**src/rtl/vga_pkg.sv**
```systemverilog
// Screen codes shared by the game flow controller and the screen selector,
// plus the PS/2 make codes the controller reacts to.
package vga_pkg;

   typedef enum logic [1:0] {
      START    = 2'd0,
      GAME     = 2'd1,
      PLAYER_1 = 2'd2,
      PLAYER_2 = 2'd3
   } screen_t;

   localparam logic [7:0] KEY_ENTER = 8'h5A;
   localparam logic [7:0] KEY_ESC   = 8'h76;
   localparam logic [7:0] KEY_BREAK = 8'hF0;

endpackage

```
**src/rtl/key_event_detect.sv**
```systemverilog
// Pulses evt in the cycle a new keycode ending in `key` appears (break codes excluded).
// Combinational output from a one-register history of the keycode.
module key_event_detect
   import vga_pkg::*;
(
   input  logic        clk,
   input  logic        rst,
   input  logic [15:0] keycode,
   input  logic [7:0]  key,
   output logic        evt
);

   logic [15:0] keycode_q;

   // Reset also captures the live keycode so a stale value is not seen as new.
   always_ff @(posedge clk) begin
      if (rst) keycode_q <= keycode;
      else     keycode_q <= keycode;
   end

   assign evt = (keycode != keycode_q) &&
                (keycode[7:0] == key) &&
                (keycode[15:8] != KEY_BREAK);

endmodule

```
**src/rtl/game_state_ctrl.sv**
```systemverilog
// Game flow controller: START -> GAME -> win screen -> START, with a score-clear pulse per new game.
// All outputs registered; inputs take effect on the edge that first samples them.
module game_state_ctrl
   import vga_pkg::*;
#(
   parameter logic [4:0] WIN_POINTS  = 5'd10,
   parameter int         HOLD_CYCLES = 195_000_000,
   parameter int         CNT_W       = 28
) (
   input  logic        clk,
   input  logic        rst,
   input  logic [15:0] keycode,
   input  logic [4:0]  points_1,
   input  logic [4:0]  points_2,
   output logic [1:0]  screen,
   output logic        score_clr
);

   localparam logic [CNT_W-1:0] HOLD_LAST = CNT_W'(HOLD_CYCLES - 1);

   screen_t          screen_q, screen_d;
   logic             score_clr_d;
   logic [CNT_W-1:0] hold_cnt_q, hold_cnt_d;
   logic             enter_evt, esc_evt;

   key_event_detect u_enter (
      .clk     (clk),
      .rst     (rst),
      .keycode (keycode),
      .key     (KEY_ENTER),
      .evt     (enter_evt)
   );

   key_event_detect u_esc (
      .clk     (clk),
      .rst     (rst),
      .keycode (keycode),
      .key     (KEY_ESC),
      .evt     (esc_evt)
   );

   always_ff @(posedge clk) begin
      if (rst) begin
         screen_q   <= START;
         score_clr  <= 1'b0;
         hold_cnt_q <= '0;
      end else begin
         screen_q   <= screen_d;
         score_clr  <= score_clr_d;
         hold_cnt_q <= hold_cnt_d;
      end
   end

   always_comb begin
      screen_d    = screen_q;
      score_clr_d = 1'b0;
      hold_cnt_d  = '0;
      case (screen_q)
         START: begin
            if (enter_evt) begin
               screen_d    = GAME;
               score_clr_d = 1'b1;
            end
         end
         GAME: begin
            if (esc_evt)                      screen_d = START;
            else if (points_1 >= WIN_POINTS) screen_d = PLAYER_1;
            else if (points_2 >= WIN_POINTS) screen_d = PLAYER_2;
         end
         PLAYER_1, PLAYER_2: begin
            // Enter beats the timeout when both land in the same cycle.
            if (enter_evt) begin
               screen_d    = GAME;
               score_clr_d = 1'b1;
            end else if (hold_cnt_q == HOLD_LAST) begin
               screen_d = START;
            end else begin
               hold_cnt_d = hold_cnt_q + 1'b1;
            end
         end
         default: screen_d = START;
      endcase
   end

   assign screen = screen_q;

endmodule

```
**config.mk**
```make
export PLATFORM = sky130hd
export DESIGN_NAME = game_state_ctrl
export DESIGN_NICKNAME = d
export VERILOG_FILES = /design/src/rtl/vga_pkg.sv /design/src/rtl/key_event_detect.sv /design/src/rtl/game_state_ctrl.sv
export SDC_FILE = /design/constraint.sdc
export NUM_CORES = 1
export LEC_CHECK = 0
export BUFFER_PORTS_ARGS = -buffer_cell sky130_fd_sc_hd__buf_2
export CAP_MARGIN = 20
export CORE_MARGIN = 2
export CORE_UTILIZATION = 29
export CTS_CLUSTER_DIAMETER = 100
export DETAILED_ROUTE_END_ITERATION = 7
export HOLD_SLACK_MARGIN = 0.06
export SYNTH_ARGS = -nofsm -noshare
export SYNTH_HDL_FRONTEND = slang
export SYNTH_SLANG_ARGS = --single-unit
```
**constraint.sdc**
```tcl
create_clock -name clk -period 2.1 [get_ports clk]
set_clock_uncertainty 0.15 [all_clocks]
set_input_delay 0.21 -clock clk [delete_from_list [all_inputs] [get_ports clk]]
set_output_delay 0.21 -clock clk [all_outputs]
set_load 0.1 [all_outputs]
```
# Yosys cells after proc, flatten, opt, wreduce, memory -nomap -nowiden
# Index checks and enable logic that the tools add are counted.
# W data, S select, Z words.
# word_totals
in_bits	28
out_inout_bits	3
word_cells	38
ff_bits	47
# classes
bitwise_logic	2
eq_ne	11
n_reduce_logical	10
addsub	1
mux	8
magnitude_cmp	2
# ops
cell	n
$add A28 B1 Y28 const B	1
$eq A28 B28 Y1 const B	1
$eq A8 B7 Y1 const B	2
$ne A16 B16 Y1	1
$mux W2	6
$ge A5 B4 Y1 const B	2
$ne A8 B8 Y1 const B	1
$pmux W2 S3	1
$eq A2 B2 Y1 const B	2
$logic_and A1 B1 Y1	4
$ne A4 B4 Y1 const B	1
$reduce_or A2 Y1	2
$reduce_or A4 Y1	1
$ne A3 B3 Y1 const B	1
$reduce_and A3 Y1	1
$reduce_or A3 Y1	1
$eq A2 B1 Y1 const B	1
$logic_not A2 Y1	1
$ne A2 B2 Y1 const B	1
$not A1 Y1	2
$mux W1	1

# Depth between registers and ports, before layout
# Gate-level depths: netlist (run 1).
# logic_depth
depth_word	5
mapped_depth	7
mapped_depth_nobuf	5

# Cells and area by module
# A second synthesis (run 1) with hierarchy kept.
# unflattened
hier_cells	285
area_unflattened_um2	2855.2
# by_module_without_submodules
mod	seq_area_each_um2	cells_each	n_inst	area_each_um2
game_state_ctrl	620.6	185	1	1636.6
key_event_detect	320.3	50	2	609.3

# Least setup slack after synthesis (run 1)
# OpenSTA, ideal clock, no wires.
# synth_timing
kind	flip-flop to flip-flop
start	register screen_q[0], in the netlist screen[0]
end	register screen_q[0], in the netlist screen[0]
required_ns	1.855
stages_incl_launch_ff	6
setup_time_ns	0.095
slack_ns	0.121
period_less_slack_ns	1.979
t_arrival_ns	1.734
path_buffers	0
cell_sequence	dfxtp_1 inv_1 nor2_1 nand3b_1 o21bai_1 a221oi_1
# synth_between
elab_chain_cells	4
word_cells_on_any_way	10
cone_classes	eq/ne (6); mux (1); reduce/logical (3)
# synth_rtl
item	line	source
start: declaration	game_state_ctrl.sv:21	screen_t screen_q, screen_d;
start signal: assignment	game_state_ctrl.sv:48	screen_q <= screen_d;
$eq A2 B2 Y1	game_state_ctrl.sv:58	case (screen_q)
$reduce_or A2 Y1	game_state_ctrl.sv:58	
$ne A3 B3 Y1 (no line)	n/a	
$reduce_and A3 Y1 (no line)	n/a	
# Several ways; a longest one is shown, not always the timed one.
# A chain may end at the register's enable or synchronous reset.

# Worst setup path after layout (run 1)
# layout_timing
start	input keycode[14]
end	register screen_q[0], in the netlist screen[0]
# layout_between
elab_chain_cells	5
word_cells_on_any_way	13
cone_classes	eq/ne (5); mux (3); reduce/logical (5)
# layout_rtl
item	line	source
start: declaration	game_state_ctrl.sv:12	input logic [15:0] keycode,
$ne A16 B16 Y1	key_event_detect.sv:21	assign evt = (keycode != keycode_q) &&
$logic_and A1 B1 Y1	key_event_detect.sv:21	
$logic_and A1 B1 Y1	key_event_detect.sv:22	(keycode[7:0] == key) &&
$ne A4 B4 Y1 (no line), or another cell as far along	n/a	
$reduce_and A3 Y1 (no line) or $pmux W2 S3 (tied branches)	n/a	
# Several ways; a longest one is shown, not always the timed one.

==> flow_summary.ini, run 1 <==
[synth]
synth-async-reset-ratio_pct = 0
seq_area_frac_synth_pct = 46.3
syn_inst = 212
synthTopCellsByCount = 47 x dfxtp_1, 34 x nor2_1, 22 x xor2_1, 20 x xnor2_1, 13 x nor3_1
synthFlopType = dfxtp_1
synth_edf_count = 0
synth.distinct_cells = 40
synthesis.area_um2 = 2030
yosys_warnings = 0
avgSynthCellArea_um2 = 9.58
ys_seq_elements = 47
ys_top_cells_by_area = dfxtp_1 46%, xor2_1 9.5%, xnor2_1 8.6%, nor2_1 6.3%, nor3_1 3.2%
synth_fp_nets = 241
yosysTopAreaCell = dfxtp_1
yosysMostFrequentCell = dfxtp_1
yosysTopAreaCellShare_pct = 46.3

[sta]
tightestPinTransition_ns = 0.504
hold_viol_final = 0
setup_violations = 0
fin_crit_ns = 2.01
rsz0062_at_grt = false
relSlewSlack_pct = 66.6
min_period_over_period_pct = 95.7
drv_slew = 0
fmax_mhz = 498
tns_ns = 0

[routing]
via_per_inst = 4.48
first_pass_iters = 4
dr_total_vias = 1650
dr.first_iter.drc_count = 93
detail_route.wirelength_um = 4190
wl_per_cell_um = 11.4
drc_errors = 0
ant_nets = 0

[status]
status = finished, final reports clean

[worst_setup_path]
startpoint = keycode[14]
crit_chain = dlygate4sd3_1, buf_2, and4_1, a211oi_1, buf_4, and3b_1, a21oi_1, a221oi_1
worstSetupStartpointType = input pin
path_max_fanout = 3
required_ns = 2.15
cpMaxStageDelayCell = dlygate4sd3_1
endpoint_kind = flip-flop
crit-reg2reg-launch = hold_cnt_q[22]$_SDFF_PP0_
max_stage_delay_ns = 0.55
critical_path_arrival_ns = 2.06
crit_type = in -> reg
path_buf_inv = 3
cp_top_family = buffers and inverters

[placed_design]
placed_area_um2 = 2370
gp_congestion = 0.748
dp_hpwl_um = 2860
port_buffers = 28

[pwr]
clockPowerShare_pct = 36.6
ir_drop_uv = 427
p_per_area_nw_per_um2 = 602
p_int_w = 0.00127
p_switching_w = 0.000341
switching_share_pct = 21.2
leakage_nw = 0.927
p_seq_share_pct = 56.9
combPwrFrac_pct = 6.5

[final_layout]
design_area_um2 = 2670
diodes = 0
area.growth.synth_to_final_pct = 31.4
drive_above_1_share_pct = 22.1
finalNetCount = 300

[floorplanning]
die_w_um = 87.7
coreArea_um2 = 6790
row_count = 30
io_pins = 31
start_util_pct = 29.9
die_area_um2 = 7690
die_y_um = 87.7

[global_route]
gr-total-overflow = 0
grt_pass1_wl_um = 7330
grt_pass1_vias = 1641
grt_use_total_pct = 12.0
antenna_found_initial = 0
grt_max_degree = 14

[clocking]
ctsRootBufferMaster = clkbuf_8
clk_pin_slew_ns = 0.08
clock-sinks = 47
cts_tree = yes
clockBufferDepth = 2
htree_levels = 2
cts_buffers = 5
clk_latency_ns = 0.30

[worst_hold_path]
hp-start = points_2[4]
min_path_type = in -> reg

[job]
drv_cap = 0
## tightest hold or removal path, delay by kind of cell
kind / cells / cell delay (ns)
buffers and inverters: 1 / 0.07
AOI/OAI and AO/OA: 1 / 0.24
and+or+nand+nor: 1 / 0.04
## power groups by stage
stage	combinational, W	sequential [W]	clock [W]
6_report	0.000105	0.000914	0.000588
2_1_floorplan	0.0000284	0.000936	0
5_1_grt	0.000114	0.000916	0.000644
3_3_place_gp	0.0000686	0.000934	0
4_1_cts	0.0000943	0.000914	0.000610
3_5_place_dp	0.0000698	0.000935	0
## per-stage QoR
step | power [W] | util (%) | hold WS (ns) | setup slack, ns | std cells
after floorplan | 0.000964 | - | 0.0877 | 0.121 | 212
after global placement | 0.00100 | 34.8 | 0.196 | 0.0860 | 343
after detailed placement | 0.00100 | 34.8 | 0.201 | 0.0718 | 343
after CTS | 0.00162 | 38.8 | 0.134 | 0.00458 | 368
after global routing | 0.00167 | 39.3 | 0.177 | 0.00386 | 368
final | 0.00161 | 39.3 | 0.148 | 0.0911 | 368
## kinds of logic (layout without fill, tap and decap cells)
logic type	Yosys count	in the layout	share of synthesized area, %
AO/OA/AOI/OAI	11	11	4.37
XOR/XNOR	42	42	18.1
adder cells (fa/ha/maj)	1	1	0.616
buffers and inverters	11	71	3.02
flip-flops	47	47	46.3
AND/OR/NAND/NOR	100	100	27.5
## cell type report
cell class	count	area, um2
Clock buffer	8	100
Fill cell	695	4130
Timing Repair Buffer	57	429
Inverter	6	22.5
Multi-Input combinational cell	154	1060
Sequential cell	47	941
Tap cell	96	120
## final timing paths
kind,cells past startpoint,slack (ns),endpoint
setup / recovery,8,0.09,screen[0]$_SDFFE_PP0P_
hold / removal,3,0.15,screen[1]$_SDFFE_PP0P_
setup reg to reg,6,0.13,hold_cnt_q[8]$_SDFF_PP0_
hold reg to reg,1,0.33,hold_cnt_q[0]$_SDFF_PP0_
## metal layers
layer  GRT usage (%)  up-vias  routed length [um]
met3            1.70       10                 103
met5               0        -                   0
met1            15.5      758                2070
met2            19.3       34                1900
li1                -      848                   -
met4            6.29        0                 125
## repair_timing
action                                  in CTS  in global routing
endpoints found under the hold margin       19                  0
endpoints found under the setup margin       0                 29
resized for setup                            0                  7
hold buffers                                17                  0
setup buffers                                0                  0
## flip-flops by register name, indices dropped and copies added, names as in the netlist
register / flops
hold_cnt_q: 28
screen: 2
u_esc.keycode_q: 16
score_clr: 1
## cells in the final DEF (no fill, tap or decap), types with 2 or more instances in the layout
cell            n
and3_1          4
and4_1          4
buf_12          2
buf_2          28
buf_4           9
clkbuf_8        7
dfxtp_1        47
dlygate4sd3_1  17
inv_1           6
nand2_1         8
nand3_1        10
nand4_1         6
nand4b_1        2
nor2_1         34
nor3_1         13
nor4_1          2
nor4_2          4
o21ai_0         3
xnor2_1        20
xor2_1         22
No activity file was read; power rests on OpenSTA's default activity.
==> inputs of run 2 (changes only) <==
--- a/config.mk
+++ b/config.mk
@@ -5,6 +5,7 @@
 export SDC_FILE = /design/constraint.sdc
 export NUM_CORES = 1
 export LEC_CHECK = 0
+export ABC_AREA = 1
 export BUFFER_PORTS_ARGS = -buffer_cell sky130_fd_sc_hd__buf_2
 export CAP_MARGIN = 20
 export CORE_MARGIN = 2
==> run 2 against run 1 <==
  * Combinational power grew to 3.6 times the previous value
  * Total power up 16%
  * Cell count rose by 39%
  * Design area increased by 12%
  * Synthesized cell count is 67% higher
  * Largest power group unchanged
==> flow_summary.ini, run 2 <==
[sta]
setup_violations = 0
relSlewSlack_pct = 65.7
tightestPinTransition_ns = 0.510
fin_crit_ns = 1.92
drv_slew = 0
min_period_over_period_pct = 91.4
whs_ns = 0.184
hold_viol_final = 0
rsz0062_at_grt = false
tns_ns = 0
fmax_mhz = 521

[global_route]
gr-total-overflow = 0
grt_use_total_pct = 12.3
grt_pass1_wl_um = 9080
grt_max_degree = 29
grt_pass1_vias = 2215
antenna_found_initial = 0

[final_layout]
design_area_um2 = 2980
area.growth.synth_to_final_pct = 22.3
drive_above_1_share_pct = 17.2
finalNetCount = 437
diodes = 0
final_cell_mix = 95 x nand2_1, 57 x nor2_1, 56 x inv_1, 46 x dfxtp_1, 28 x buf_2
largest_register_ffs = 28
layout_commonest_cell = nand2_1
max_flop_register = hold_cnt_q

[synth]
yosysTopAreaCellShare_pct = 38.6
ys_top_cells_by_area = dfxtp_1 39%, nand2_1 15%, nor2_1 8.8%, inv_1 8.6%, nand4_1 3.6%
syn_inst = 355
seq_area_frac_synth_pct = 38.6
synth.distinct_cells = 33
yosysMostFrequentCell = nand2_1
synth_fp_nets = 384
yosys_warnings = 0
synth_edf_count = 0
synth-async-reset-ratio_pct = 0
synthTopCellsByCount = 96 x nand2_1, 57 x nor2_1, 56 x inv_1, 47 x dfxtp_1, 14 x nand4_1
synthesis.area_um2 = 2430
yosysTopAreaCell = dfxtp_1
avgSynthCellArea_um2 = 6.86
ys_seq_elements = 47
synthFlopType = dfxtp_1

[clocking]
ctsRootBufferMaster = clkbuf_8
cts_tree = yes
cts_buffers = 5
clk_latency_ns = 0.30
clock-sinks = 47
clockBufferDepth = 2
clk_pin_slew_ns = 0.09
htree_levels = 2

[routing]
drc_errors = 0
wl_per_cell_um = 10.3
ant_nets = 0
first_pass_iters = 4
via_per_inst = 4.44
dr.first_iter.drc_count = 69
detail_route.wirelength_um = 5270
dr_total_vias = 2277

[pwr]
p_per_area_nw_per_um2 = 624
p_seq_share_pct = 51.1
leakage_nw = 1.20
p_int_w = 0.00127
clockPowerShare_pct = 28.6
ir_drop_uv = 231
switching_share_pct = 31.5
combPwrFrac_pct = 20.3
p_switching_w = 0.000585

[worst_hold_path]
holdPathEnd = screen[1]$_SDFFE_PP0P_
holdPathStages = 5
min_path_type = in -> reg
hp-start = points_2[4]

[worst_setup_path]
required_ns = 2.18
worstSetupStartpointType = input pin
endpoint_kind = flip-flop
regToRegEndpoint = hold_cnt_q[22]$_SDFF_PP0_
path_max_fanout = 28
crit_type = in -> reg
critical_path_arrival_ns = 2.00
rrSetupSlack_ns = 0.24
crit-reg2reg-launch = hold_cnt_q[0]$_SDFF_PP0_
r2r_cells = 10

[floorplanning]
die_area_um2 = 9150
coreArea_um2 = 8180
die_y_um = 95.6
die_w_um = 95.6
io_pins = 31
start_util_pct = 29.8
row_count = 33

[placed_design]
port_buffers = 28
gp_congestion = 0.902
placed_area_um2 = 2710
dp_hpwl_um = 3960

[status]
status = finished, final reports clean

[job]
drv_cap = 0
[run 2: changes by cell type in the layout (fill, tap and decap cells not counted), moves of 7 or more]
| cell | delta |
|---|---|
| inv_1 | +50 |
| xor2_1 | -19 |
| nor2_1 | +23 |
| nor3_2 | +9 |
| xnor2_1 | -17 |
| buf_4 | -7 |
| nand4_1 | +8 |
| nand2_1 | +87 |
| a21oi_1 | +8 |
[run 2: final cells by class]
cell class	instances	area, um2
clock inverters	2	13.8
fillers	842	5200
well taps	105	131
repair buffers	48	340
flip-flops and latches	47	942
clock buffers	5	68.8
inverters	58	218
multi-input cells	248	1260
[run 2: worst max-delay path: stages]
cell and delay [ns]:
dlygate4sd3_1 0.53, buf_2 0.14, inv_1 0.04, nand2_1 0.05
nand2_1 0.05, nor2_1 0.09, nand2_1 0.07, nor2_1 0.13
nand2_1 0.11, nand2_2 0.10, nand4_4 0.08, buf_8 0.19
nor3_2 0.20
[run 2: timing repair]
action,in CTS,in global routing
setup buffers,0,0
hold buffers,17,0
setup endpoints to repair,0,29
endpoints found under the hold margin,17,0
resized for setup,0,6
[run 2: routing by layer]
layer / up-vias / routed length (um) / global-route usage [%] / share of wire, %
met2: 41 / 2560 / 23.1 / 49
met1: 1011 / 2490 / 13.9 / 47
met4: 0 / 31 / 3.21 / 0.59
li1: 1219 / - / - / -
met3: 6 / 187 / 2.69 / 3.5
met5: - / 0 / 0 / 0
[run 2: per-stage QoR]
| step | total power [W] | utilization, % | cells | worst slack, ns |
|---|---|---|---|---|
| 2_1_floorplan | 0.00124 | - | 355 | 0.149 |
| 4_1_cts | 0.00188 | 36.2 | 513 | 0.0669 |
| 3_5_place_dp | 0.00132 | 33.1 | 489 | 0.152 |
| 5_1_grt | 0.00197 | 36.4 | 513 | 0.000277 |
| 6_report | 0.00186 | 36.4 | 513 | 0.181 |
| 3_3_place_gp | 0.00131 | 33.1 | 489 | 0.188 |
[run 2: power by group through the flow]
stage	Clock (W)	Sequential, W	Combinational [W]
2_1_floorplan	0	0.00107	0.000177
3_3_place_gp	0	0.000969	0.000343
3_5_place_dp	0	0.000969	0.000347
4_1_cts	0.000555	0.000949	0.000372
5_1_grt	0.000584	0.000955	0.000431
6_report	0.000531	0.000949	0.000377
[run 2: worst max path at each step]
| stage | from | to | slack, ns | cells past startpoint |
|---|---|---|---|---|
| 3_5_place_dp | hold_cnt_q[0]$_SDFF_PP0_ | hold_cnt_q[17]$_SDFF_PP0_ | 0.15 | 9 |
| 3_3_place_gp | hold_cnt_q[0]$_SDFF_PP0_ | hold_cnt_q[17]$_SDFF_PP0_ | 0.19 | 9 |
| 5_1_grt | hold_cnt_q[1]$_SDFF_PP0_ | hold_cnt_q[18]$_SDFF_PP0_ | 0.0003 | 10 |
| 2_1_floorplan | screen[0]$_SDFFE_PP0P_ | screen[0]$_SDFFE_PP0P_ | 0.15 | 9 |
| 4_1_cts | keycode[15] | hold_cnt_q[17]$_SDFF_PP0_ | 0.07 | 13 |
| 6_report | keycode[15] | hold_cnt_q[17]$_SDFF_PP0_ | 0.18 | 13 |
[run 2: logic make-up (layout without fill, tap and decap cells)]
logic type / Yosys count / in the layout / share of synthesized area (%)
simple gates: 225 / 225 / 45.2
buf+inv: 60 / 113 / 9.87
flops: 47 / 47 / 38.6
fa+ha+maj: 1 / 1 / 0.514
compound gates: 16 / 16 / 3.65
xor+xnor: 6 / 6 / 2.16
==> inputs of run 3 (changes only) <==
--- a/config.mk
+++ b/config.mk
@@ -13,6 +13,8 @@
 export CTS_CLUSTER_DIAMETER = 100
 export DETAILED_ROUTE_END_ITERATION = 7
 export HOLD_SLACK_MARGIN = 0.06
+export PLACE_DENSITY_LB_ADDON = 0.1
+export REMOVE_ABC_BUFFERS = 1
 export SYNTH_ARGS = -nofsm -noshare
 export SYNTH_HDL_FRONTEND = slang
 export SYNTH_SLANG_ARGS = --single-unit
==> run 3 against run 2 <==
  * Hold slack about the same
  * Clock power up 4.9%
  * Design area hardly changed
  * Routed wire length increased by 1.5%
  * First-iteration DRC count is 10% higher
  * Non-clock buffer count shrank 1
  * Sequential power hardly changed
==> flow_summary.ini, run 3 (synthesized netlist as in run 2, its figures left out) <==
[job]
drv_cap = 0

[pwr]
leakage_nw = 1.20
p_switching_w = 0.000607
p_per_area_nw_per_um2 = 633
ir_drop_uv = 243
switching_share_pct = 32.2
clockPowerShare_pct = 29.5
power_w = 0.00189
combPwrFrac_pct = 20.2
p_seq_share_pct = 50.2
p_int_w = 0.00128

[sta]
setup_violations = 0
min_period_over_period_pct = 89.2
drv_slew = 0
fmax_mhz = 534
tightestPinTransition_ns = 0.473
tns_ns = 0
hold_viol_final = 0
rsz0062_at_grt = false
relSlewSlack_pct = 68.0
fin_crit_ns = 1.87

[final_layout]
fillers = 873
final_cell_mix = 95 x nand2_1, 56 x inv_1, 56 x nor2_1, 47 x dfxtp_1, 28 x buf_2
design_area_um2 = 2980
fin_util_pct = 36.5
seqCellArea_um2 = 941
drive_above_1_share_pct = 16.9
finalNetCount = 436
area.growth.synth_to_final_pct = 22.4
layout_commonest_cell = nand2_1
max_flop_register = hold_cnt_q
largest_register_ffs = 28
multi_input_area_um2 = 1260
diodes = 0
fin_cells = 513

[status]
status = finished, final reports clean

[worst_setup_path]
crit_type = in -> reg
endpoint_kind = flip-flop
max_stage_delay_ns = 0.53
crit_top_cell = nand2_1
critical_path_arrival_ns = 1.95
r2r_cells = 10
rrSetupSlack_ns = 0.24
crit_chain = dlygate4sd3_1, buf_2, inv_1, nand2_1, nand2_1, nor2_1, nand2_1, nor2_1, nand2_2, nand2_2, nand4_4, buf_12, nor3b_1
cpMaxStageDelayCell = dlygate4sd3_1
worstSetupStartpointType = input pin
regToRegEndpoint = hold_cnt_q[22]$_SDFF_PP0_
path_max_fanout = 28
crit-reg2reg-launch = hold_cnt_q[0]$_SDFF_PP0_
required_ns = 2.18

[global_route]
gr-total-overflow = 0
grt_use_total_pct = 12.5
antenna_found_initial = 0
grt_max_degree = 29
grt_pass1_wl_um = 8950
grt_pass1_vias = 2072

[routing]
dr_total_vias = 2226
first_pass_iters = 4
via_per_inst = 4.34
dr.first_iter.drc_count = 76
wl_per_cell_um = 10.4
ant_nets = 0
drc_errors = 0
detail_route.wirelength_um = 5350

[floorplanning]
start_util_pct = 29.8
row_count = 33
die_w_um = 95.6
die_area_um2 = 9150
coreArea_um2 = 8180
die_y_um = 95.6
io_pins = 31

[worst_hold_path]
holdPathStages = 5
holdPathEnd = screen[1]$_SDFFE_PP0P_
hp-start = points_2[4]
min_path_type = in -> reg

[clocking]
clock-sinks = 47
clk_latency_ns = 0.31
htree_levels = 2
cts_buffers = 5
clockBufferDepth = 2
post_cts_buffers = 0
clk_pin_slew_ns = 0.09
ctsRootBufferMaster = clkbuf_8
cts_tree = yes

[placed_design]
dp_cells = 488
port_buffers = 28
gp_congestion = 0.822
dp_hpwl_um = 4070
placed_area_um2 = 2710
-- run 3: changes by cell type in the layout (fill, tap and decap cells not counted), sizes merged --
| cell | delta |
|---|---|
| clkinvlp | +2 |
| buf | -1 |
| clkinv | -1 |
-- run 3: routing by layer --
| layer | GRT usage [%] | share of wire (%) | vias to the layer above |
|---|---|---|---|
| met3 | 2.85 | 4.7 | 7 |
| met2 | 22.3 | 46 | 35 |
| li1 | - | - | 1217 |
| met4 | 3.93 | 1.4 | 0 |
| met1 | 14.9 | 48 | 967 |
| met5 | 0 | 0 | - |
-- run 3: worst max path at each step --
stage / start / endpoint / slack (ns)
after global routing: hold_cnt_q[0]$_SDFF_PP0_ / screen[0]$_SDFFE_PP0P_ / 0.006
after CTS: keycode[10] / hold_cnt_q[15]$_SDFF_PP0_ / 0.18
after detailed placement: hold_cnt_q[0]$_SDFF_PP0_ / hold_cnt_q[22]$_SDFF_PP0_ / 0.23
after floorplan: screen[1]$_SDFFE_PP0P_ / hold_cnt_q[15]$_SDFF_PP0_ / 0.06
final: keycode[2] / hold_cnt_q[25]$_SDFF_PP0_ / 0.23
after global placement: hold_cnt_q[0]$_SDFF_PP0_ / hold_cnt_q[22]$_SDFF_PP0_ / 0.25
-- run 3: power by group through the flow --
| stage | Combinational (W) | Clock, W | Sequential (W) |
|---|---|---|---|
| after floorplan | 0.000163 | 0 | 0.00107 |
| after global placement | 0.000361 | 0 | 0.000968 |
| after detailed placement | 0.000361 | 0 | 0.000969 |
| after CTS | 0.000386 | 0.000586 | 0.000949 |
| after global routing | 0.000436 | 0.000616 | 0.000953 |
| final | 0.000382 | 0.000557 | 0.000948 |
-- run 3: final cells by class --
type	instances	share of cell area, %
tap	105	4.41
timing repair buffer	47	11.3
inverter	58	7.30
sequential	47	31.6
clock inverter	3	0.672
clock buffer	5	2.31
multi-input combinational	248	42.4
-- run 3: worst max-delay path, delay by kind of cell --
| kind | cells | cell delay, ns |
|---|---|---|
| buffers and inverters | 4 | 0.92 |
| AND/OR/NAND/NOR | 9 | 0.81 |
-- run 3: through the flow --
stage                     setup slack (ns)  hold WS [ns]
after detailed placement             0.234         0.192
after floorplan                     0.0617        0.0877
after global routing               0.00584         0.223
after CTS                            0.183         0.184
final                                0.228         0.185
after global placement               0.248         0.190
-- run 3: repair_timing --
| item | 4_1_cts | 5_1_grt |
|---|---|---|
| hold buffers | 17 | 0 |
| hold endpoints to repair | 17 | 0 |
| resized for setup | 0 | 3 |
| endpoints found under the setup margin | 0 | 9 |
